`config.mk`:
```
export PLATFORM = sky130hd
export DESIGN_NAME = hl_stream_stage_flat
export DESIGN_NICKNAME = d
export VERILOG_FILES = /design/src/rtl/hl_stream_stage_if.sv /design/src/rtl/hl_stream_stage.sv /design/src/flat_wrapper.sv
export SDC_FILE = /design/constraint.sdc
export NUM_CORES = 1
export LEC_CHECK = 0
export CAP_MARGIN = 20
export CORE_UTILIZATION = 38
export CTS_BUF_LIST = sky130_fd_sc_hd__clkbuf_16
export DETAILED_ROUTE_END_ITERATION = 10
export SLEW_MARGIN = 30
export SYNTH_ARGS = -nofsm -noshare
export SYNTH_HDL_FRONTEND = slang
export SYNTH_SLANG_ARGS = --single-unit
```
`constraint.sdc`:
```
create_clock -name CLK -period 4.6 [get_ports CLK]
set_clock_uncertainty 0.2 [all_clocks]
set_input_delay 0.69 -clock CLK [delete_from_list [all_inputs] [get_ports CLK]]
set_output_delay 0.69 -clock CLK [all_outputs]
set_load 0.02 [all_outputs]
```
`src/rtl/hl_stream_stage_if.sv`:
```
// Token stream bundle for hl_stream_stage: In1 producer side and Out1 consumer side.
// The slave modport is the stage's view; master is the environment that drives it.
interface hl_stream_stage_if #(
  parameter int DATA_W = 16
);
  logic [DATA_W-1:0] In1_DATA;
  logic              In1_SEND;
  logic [15:0]       In1_COUNT;
  logic              In1_ACK;
  logic [DATA_W-1:0] Out1_DATA;
  logic              Out1_SEND;
  logic [15:0]       Out1_COUNT;
  logic              Out1_RDY;
  logic              Out1_ACK;

  modport slave (
    input  In1_DATA, In1_SEND, In1_COUNT, Out1_RDY, Out1_ACK,
    output In1_ACK, Out1_DATA, Out1_SEND, Out1_COUNT
  );

  modport master (
    output In1_DATA, In1_SEND, In1_COUNT, Out1_RDY, Out1_ACK,
    input  In1_ACK, Out1_DATA, Out1_SEND, Out1_COUNT
  );
endinterface

```
`src/rtl/hl_stream_stage.sv`:
```
// Decimating FIFO stream stage: keeps every DECIM-th accepted token and buffers it.
// Define HL_STREAM_STAGE_STATS_EN to add the saturating TOKENS_OUT transfer counter.
module hl_stream_stage #(
  parameter int DATA_W = 16,
  parameter int DEPTH  = 4,
  parameter int DECIM  = 1
) (
  input  logic                     CLK,
  input  logic                     RESET,
  hl_stream_stage_if.slave         bus,
  output logic [$clog2(DEPTH):0]   LEVEL
`ifdef HL_STREAM_STAGE_STATS_EN
  ,
  output logic [31:0]              TOKENS_OUT
`endif
);

  localparam int PTR_W = $clog2(DEPTH);
  localparam logic [PTR_W:0] FULL_LEVEL = (PTR_W + 1)'(DEPTH);
  localparam logic [7:0]     PHASE_LAST = 8'(DECIM - 1);

  logic [DATA_W-1:0] r_mem [DEPTH];
  logic [PTR_W-1:0]  r_wrPtr;
  logic [PTR_W-1:0]  r_rdPtr;
  logic [PTR_W:0]    r_level;
  logic [7:0]        r_phase;

  logic w_full;
  logic w_empty;
  logic w_ack;
  logic w_push;
  logic w_pop;
  logic w_unused;

  // Full comes from the registered level only, so a same-cycle pop never frees a slot early.
  assign w_full   = (r_level == FULL_LEVEL);
  assign w_empty  = (r_level == '0);
  assign w_ack    = bus.In1_SEND & ~w_full & ~RESET;
  assign w_push   = w_ack & (r_phase == 8'd0);
  assign w_pop    = bus.Out1_SEND;
  assign w_unused = ^{bus.In1_COUNT, bus.Out1_ACK};

  assign bus.In1_ACK    = w_ack;
  assign bus.Out1_SEND  = ~w_empty & bus.Out1_RDY & ~RESET;
  assign bus.Out1_DATA  = w_empty ? '0 : r_mem[r_rdPtr];
  assign bus.Out1_COUNT = 16'h0001;
  assign LEVEL          = r_level;

  always_ff @(posedge CLK) begin
    if (w_push) begin
      r_mem[r_wrPtr] <= bus.In1_DATA;
    end
  end

  // Pointers wrap naturally because DEPTH is a power of two.
  always_ff @(posedge CLK or posedge RESET) begin
    if (RESET) begin
      r_wrPtr <= '0;
      r_rdPtr <= '0;
      r_level <= '0;
    end else begin
      if (w_push) begin
        r_wrPtr <= r_wrPtr + 1'b1;
      end
      if (w_pop) begin
        r_rdPtr <= r_rdPtr + 1'b1;
      end
      case ({w_push, w_pop})
        2'b10:   r_level <= r_level + 1'b1;
        2'b01:   r_level <= r_level - 1'b1;
        default: r_level <= r_level;
      endcase
    end
  end

  always_ff @(posedge CLK or posedge RESET) begin
    if (RESET) begin
      r_phase <= 8'd0;
    end else if (w_ack) begin
      r_phase <= (r_phase == PHASE_LAST) ? 8'd0 : r_phase + 8'd1;
    end
  end

`ifdef HL_STREAM_STAGE_STATS_EN
  logic [31:0] r_tokensOut;

  always_ff @(posedge CLK or posedge RESET) begin
    if (RESET) begin
      r_tokensOut <= 32'd0;
    end else if (w_pop && (r_tokensOut != 32'hFFFF_FFFF)) begin
      r_tokensOut <= r_tokensOut + 32'd1;
    end
  end

  assign TOKENS_OUT = r_tokensOut;
`endif

endmodule

```
`src/flat_wrapper.sv`:
```
// flat-port wrapper written by rule: the top's interface ports become plain ports
module hl_stream_stage_flat 
#(
  parameter int DATA_W = 16,
  parameter int DEPTH  = 4,
  parameter int DECIM  = 1
)
  (CLK, RESET, LEVEL, bus_In1_DATA, bus_In1_SEND, bus_In1_COUNT, bus_Out1_RDY, bus_Out1_ACK, bus_In1_ACK, bus_Out1_DATA, bus_Out1_SEND, bus_Out1_COUNT);
  hl_stream_stage_if #(.DATA_W(DATA_W)) bus_i ();
  input  logic CLK;
  input  logic RESET;
  output logic [$clog2(DEPTH):0] LEVEL;
  input wire logic [$bits(bus_i.In1_DATA)-1:0] bus_In1_DATA;
  input wire logic [$bits(bus_i.In1_SEND)-1:0] bus_In1_SEND;
  input wire logic [$bits(bus_i.In1_COUNT)-1:0] bus_In1_COUNT;
  input wire logic [$bits(bus_i.Out1_RDY)-1:0] bus_Out1_RDY;
  input wire logic [$bits(bus_i.Out1_ACK)-1:0] bus_Out1_ACK;
  output wire logic [$bits(bus_i.In1_ACK)-1:0] bus_In1_ACK;
  output wire logic [$bits(bus_i.Out1_DATA)-1:0] bus_Out1_DATA;
  output wire logic [$bits(bus_i.Out1_SEND)-1:0] bus_Out1_SEND;
  output wire logic [$bits(bus_i.Out1_COUNT)-1:0] bus_Out1_COUNT;
  assign bus_i.In1_DATA = bus_In1_DATA;
  assign bus_i.In1_SEND = bus_In1_SEND;
  assign bus_i.In1_COUNT = bus_In1_COUNT;
  assign bus_i.Out1_RDY = bus_Out1_RDY;
  assign bus_i.Out1_ACK = bus_Out1_ACK;
  assign bus_In1_ACK = bus_i.In1_ACK;
  assign bus_Out1_DATA = bus_i.Out1_DATA;
  assign bus_Out1_SEND = bus_i.Out1_SEND;
  assign bus_Out1_COUNT = bus_i.Out1_COUNT;
  hl_stream_stage #(.DATA_W(DATA_W), .DEPTH(DEPTH), .DECIM(DECIM)) u_core (.CLK(CLK), .RESET(RESET), .bus(bus_i), .LEVEL(LEVEL));
endmodule
```
==> results.sh <==
export IMPL_fillers=760
export IMPL_setup_tns_ns=0
export IMPL_timing_fmax_mhz=297.5
export IMPL_multiInputGateArea_um2=960.9
export IMPL_num_rows=34
export IMPL_status="finished clean"
export IMPL_crit_type="register to output port"
export IMPL_slew_limit_headroom_pct=48.39
export IMPL_tritoncts="yes"
export IMPL_placed_cells=336
export IMPL_ant_nets=0
export IMPL_tightest_slew_ns=0.7742
export IMPL_drive_above_1_share_pct=19.67
export IMPL_yosys_most_used_dff="edfxtp_1"
export IMPL_routedWlPerCell_um=15.33
export IMPL_fin_util_pct=47.81
export IMPL_grt_pass1_vias=1644
export IMPL_fin_nets=284
export IMPL_area_growth_pct=22.45
export IMPL_crit_fanout=12
export IMPL_synthesis_instances=192
export IMPL_crit_start="u_core.r_rdPtr[0]"
export IMPL_via_per_inst=4.636
export IMPL_synth_top_family_by_area="multiplexers"
export IMPL_synth_edf_count=64
export IMPL_ys_warnings_count=0
export IMPL_hp_class="register to register"
export IMPL_antenna_found_initial=0
export IMPL_cap_violations=0
export IMPL_critPathRequiredTime_ns=3.71
export IMPL_place_congestion=0.7523
export IMPL_die_x_um=96.43
export IMPL_post_cts_resized=0
export IMPL_reg2reg_depth=12
export IMPL_numCtsBuffers=9
export IMPL_netSwitchingFraction_pct=32.01
export IMPL_critPathMaxStageDelay_ns=0.56
export IMPL_cp_depth=4
export IMPL_internal_power_mw=1.680
export IMPL_synthSimpleGateAreaFrac_pct=7.459
export IMPL_track_usage_pct=13.50
export IMPL_timing_rr_end="u_core.LEVEL[2]"
export IMPL_cp_end_kind="output port"
export IMPL_num_antenna_cells=0
export IMPL_syn_avg_cell_area_um2=17.65
export IMPL_finalSetupViolCount=0
export IMPL_fp_coreArea_um2=8678
export IMPL_timing_final_crit_period_ns=3.362
export IMPL_place_hpwl_um=3469
export IMPL_synthAdderAreaFrac_pct=3.176
export IMPL_p_clk_share_pct=26.5
export IMPL_rsz0062_at_grt="no"
export IMPL_port_buffers=40
export IMPL_clockBufferDepth=2
export IMPL_use_met1_pct=16.85
export IMPL_hold_viol_final=0
export IMPL_top_usage_layer="met2"
export IMPL_reg2reg_setup_slack_ns=1.80
export IMPL_hold_buffers=0
export IMPL_htree_num_levels=3
export IMPL_overflow=0
export IMPL_synth_mux_area_share_pct=12.00
export IMPL_worstPathCellList="buf_4 > mux4_2 > nor2b_1 > clkdlybuf4s50_1"
export IMPL_io_pins=74
export IMPL_ff_latch_area_um2=2297
export IMPL_cp_top_family="buffers and inverters"
export IMPL_path_buf_inv=2
export IMPL_stdcell_count=352
export IMPL_grt_max_degree=18
export IMPL_worst_ep_arrival_time_ns=2.47
export IMPL_start_kind="register"
export IMPL_clock_latency_ns=0.33
export IMPL_synth_compound_gate_area_share_pct=0.9601
export IMPL_ys_ff_latch=79
export IMPL_wl_um=5396
export IMPL_path_clk_slew_ns=0.06
export IMPL_r2r_start="u_core.r_phase[0]"
export IMPL_switchingPower_mw=0.7906
export IMPL_use_met3_pct=3.521
export IMPL_first_pass_iters=4
export IMPL_start_util_pct=39.04
export IMPL_maxSlewViolCount=0
export IMPL_pwr_density_cell_nw_per_um2=595.4
export IMPL_drt_iter0_drc=48
export IMPL_dieArea_um2=9298
export IMPL_synthXorXnorAreaFrac_pct=2.843
export IMPL_fp_dieH_um=96.43
export IMPL_irDropWorstVdd_uv=257.5
export IMPL_power_share_sequential_pct=38.7
export IMPL_drc=0
export IMPL_use_met2_pct=21.22
export IMPL_cts_sinks=79
export IMPL_fin_crit_sh_pct=73.08
export IMPL_cpMaxStageDelayCell="clkdlybuf4s50_1"
export IMPL_cts_setup_buffers=0
export IMPL_critPathCapture="bus_Out1_DATA[4]"
export IMPL_routed_via_count=1632
export IMPL_p_leak_nw=1.501
export IMPL_cts_root_buf="clkbuf_16"
export IMPL_synth_cell_types=29
export IMPL_grt_pass1_wl_um=8562
export IMPL_ys_seq_area_share_pct=67.80
export IMPL_synthArstFlopShare_pct=18.99
export IMPL_comb_power_share_pct=34.7
export IMPL_synthesis_area_um2=3388
-- registers in the layout, summed over array words and instances (netlist names) --
name            cells
u_core.r_rdPtr      2
u_core.r_mem       64
u_core.r_wrPtr      2
u_core.r_phase      8
u_core.LEVEL        3
-- layout make-up --
type | count | share of cell area, %
Clock buffer | 9 | 5.428
Timing Repair Buffer | 44 | 10.37
Tap cell | 108 | 3.257
Multi-Input combinational cell | 94 | 23.16
Sequential cell | 79 | 55.37
Inverter | 11 | 0.9952
Clock inverter | 7 | 1.417
-- per-stage QoR --
step	setup WS [ns]	total power [mW]	instance area, µm²	hold WS, ns
after floorplan	1.751	1.515	3441	0.2476
after global placement	1.399	1.841	3865	0.2705
after detailed placement	1.392	1.846	3865	0.2715
after CTS	1.165	2.504	4149	0.2839
after global routing	1.061	2.606	4149	0.2937
final	1.238	2.470	4149	0.2864
-- kinds of logic after synthesis --
family                     Yosys count
other                                2
xor gates and xnor gates            11
muxes                               20
and+or+nand+nor                     37
buffers and inverters               33
AOI/OAI and AO/OA                    2
DFF                                 79
adders and majority gates            8
-- layout by cell type (no fill, tap or decap), types with 2 or more instances in the layout --
cell,instances
mux4_2,16
nand4_1,5
nor2_1,2
edfxtp_1,64
xor2_1,3
clkinv_4,4
clkbuf_16,9
and3_2,5
buf_4,4
xnor2_1,8
nand2_1,2
dfrtp_1,15
mux2i_1,2
nor2b_1,16
conb_1,16
ha_1,7
inv_1,11
clkdlybuf4s50_1,40
-- power by group through the flow --
stage                     sequential, mW  clock, mW  combinational, mW
after CTS                          0.961      0.668              0.875
after detailed placement           0.975          0              0.872
final                              0.957      0.656              0.857
after global placement             0.973          0              0.868
after global routing               0.972      0.700              0.934
after floorplan                    0.927          0              0.588
-- how the worst min path moves through the flow --
stage                       from                 to  cells after the start
2_1_floorplan  u_core.r_phase[7]  u_core.r_phase[7]                      1
3_3_place_gp   u_core.r_phase[7]  u_core.r_phase[7]                      1
3_5_place_dp   u_core.r_phase[7]  u_core.r_phase[7]                      1
4_1_cts        u_core.r_phase[7]  u_core.r_phase[7]                      1
5_1_grt        u_core.r_phase[7]  u_core.r_phase[7]                      1
6_report       u_core.r_phase[7]  u_core.r_phase[7]                      1
-- routing by layer --
layer,up-vias,part of all wire (%)
li1,780,-
met1,801,45
met2,40,49
met3,11,3.9
met4,0,2.6
met5,-,0
-- worst register-to-register path: cells and delay by family (launching register included) --
family,cells,cell delay (ns)
xor gates and xnor gates,2,0.28
DFF,1,0.43
buffers and inverters,3,0.23
adders and majority gates,3,0.50
and+or+nand+nor,4,1.03
-- synthesized netlist by cell type, types with 2 or more instances --
cell      number  area share (%)
and3_2         5             1.1
nor2_1         2            0.22
edfxtp_1      64              57
mux4_2        16              11
inv_1         11             1.2
xnor2_1        8             2.1
buf_4         16             3.5
dfrtp_1       15              11
nand2_1        2            0.22
xor2_1         3            0.78
clkbuf_1       3            0.33
mux2i_1        2            0.59
buf_2          3            0.44
conb_1         2            0.22
nand4_1        5            0.92
ha_1           7             2.6
nor2b_1       16             3.0
Note: power is estimated with default switching activity, not from simulation.
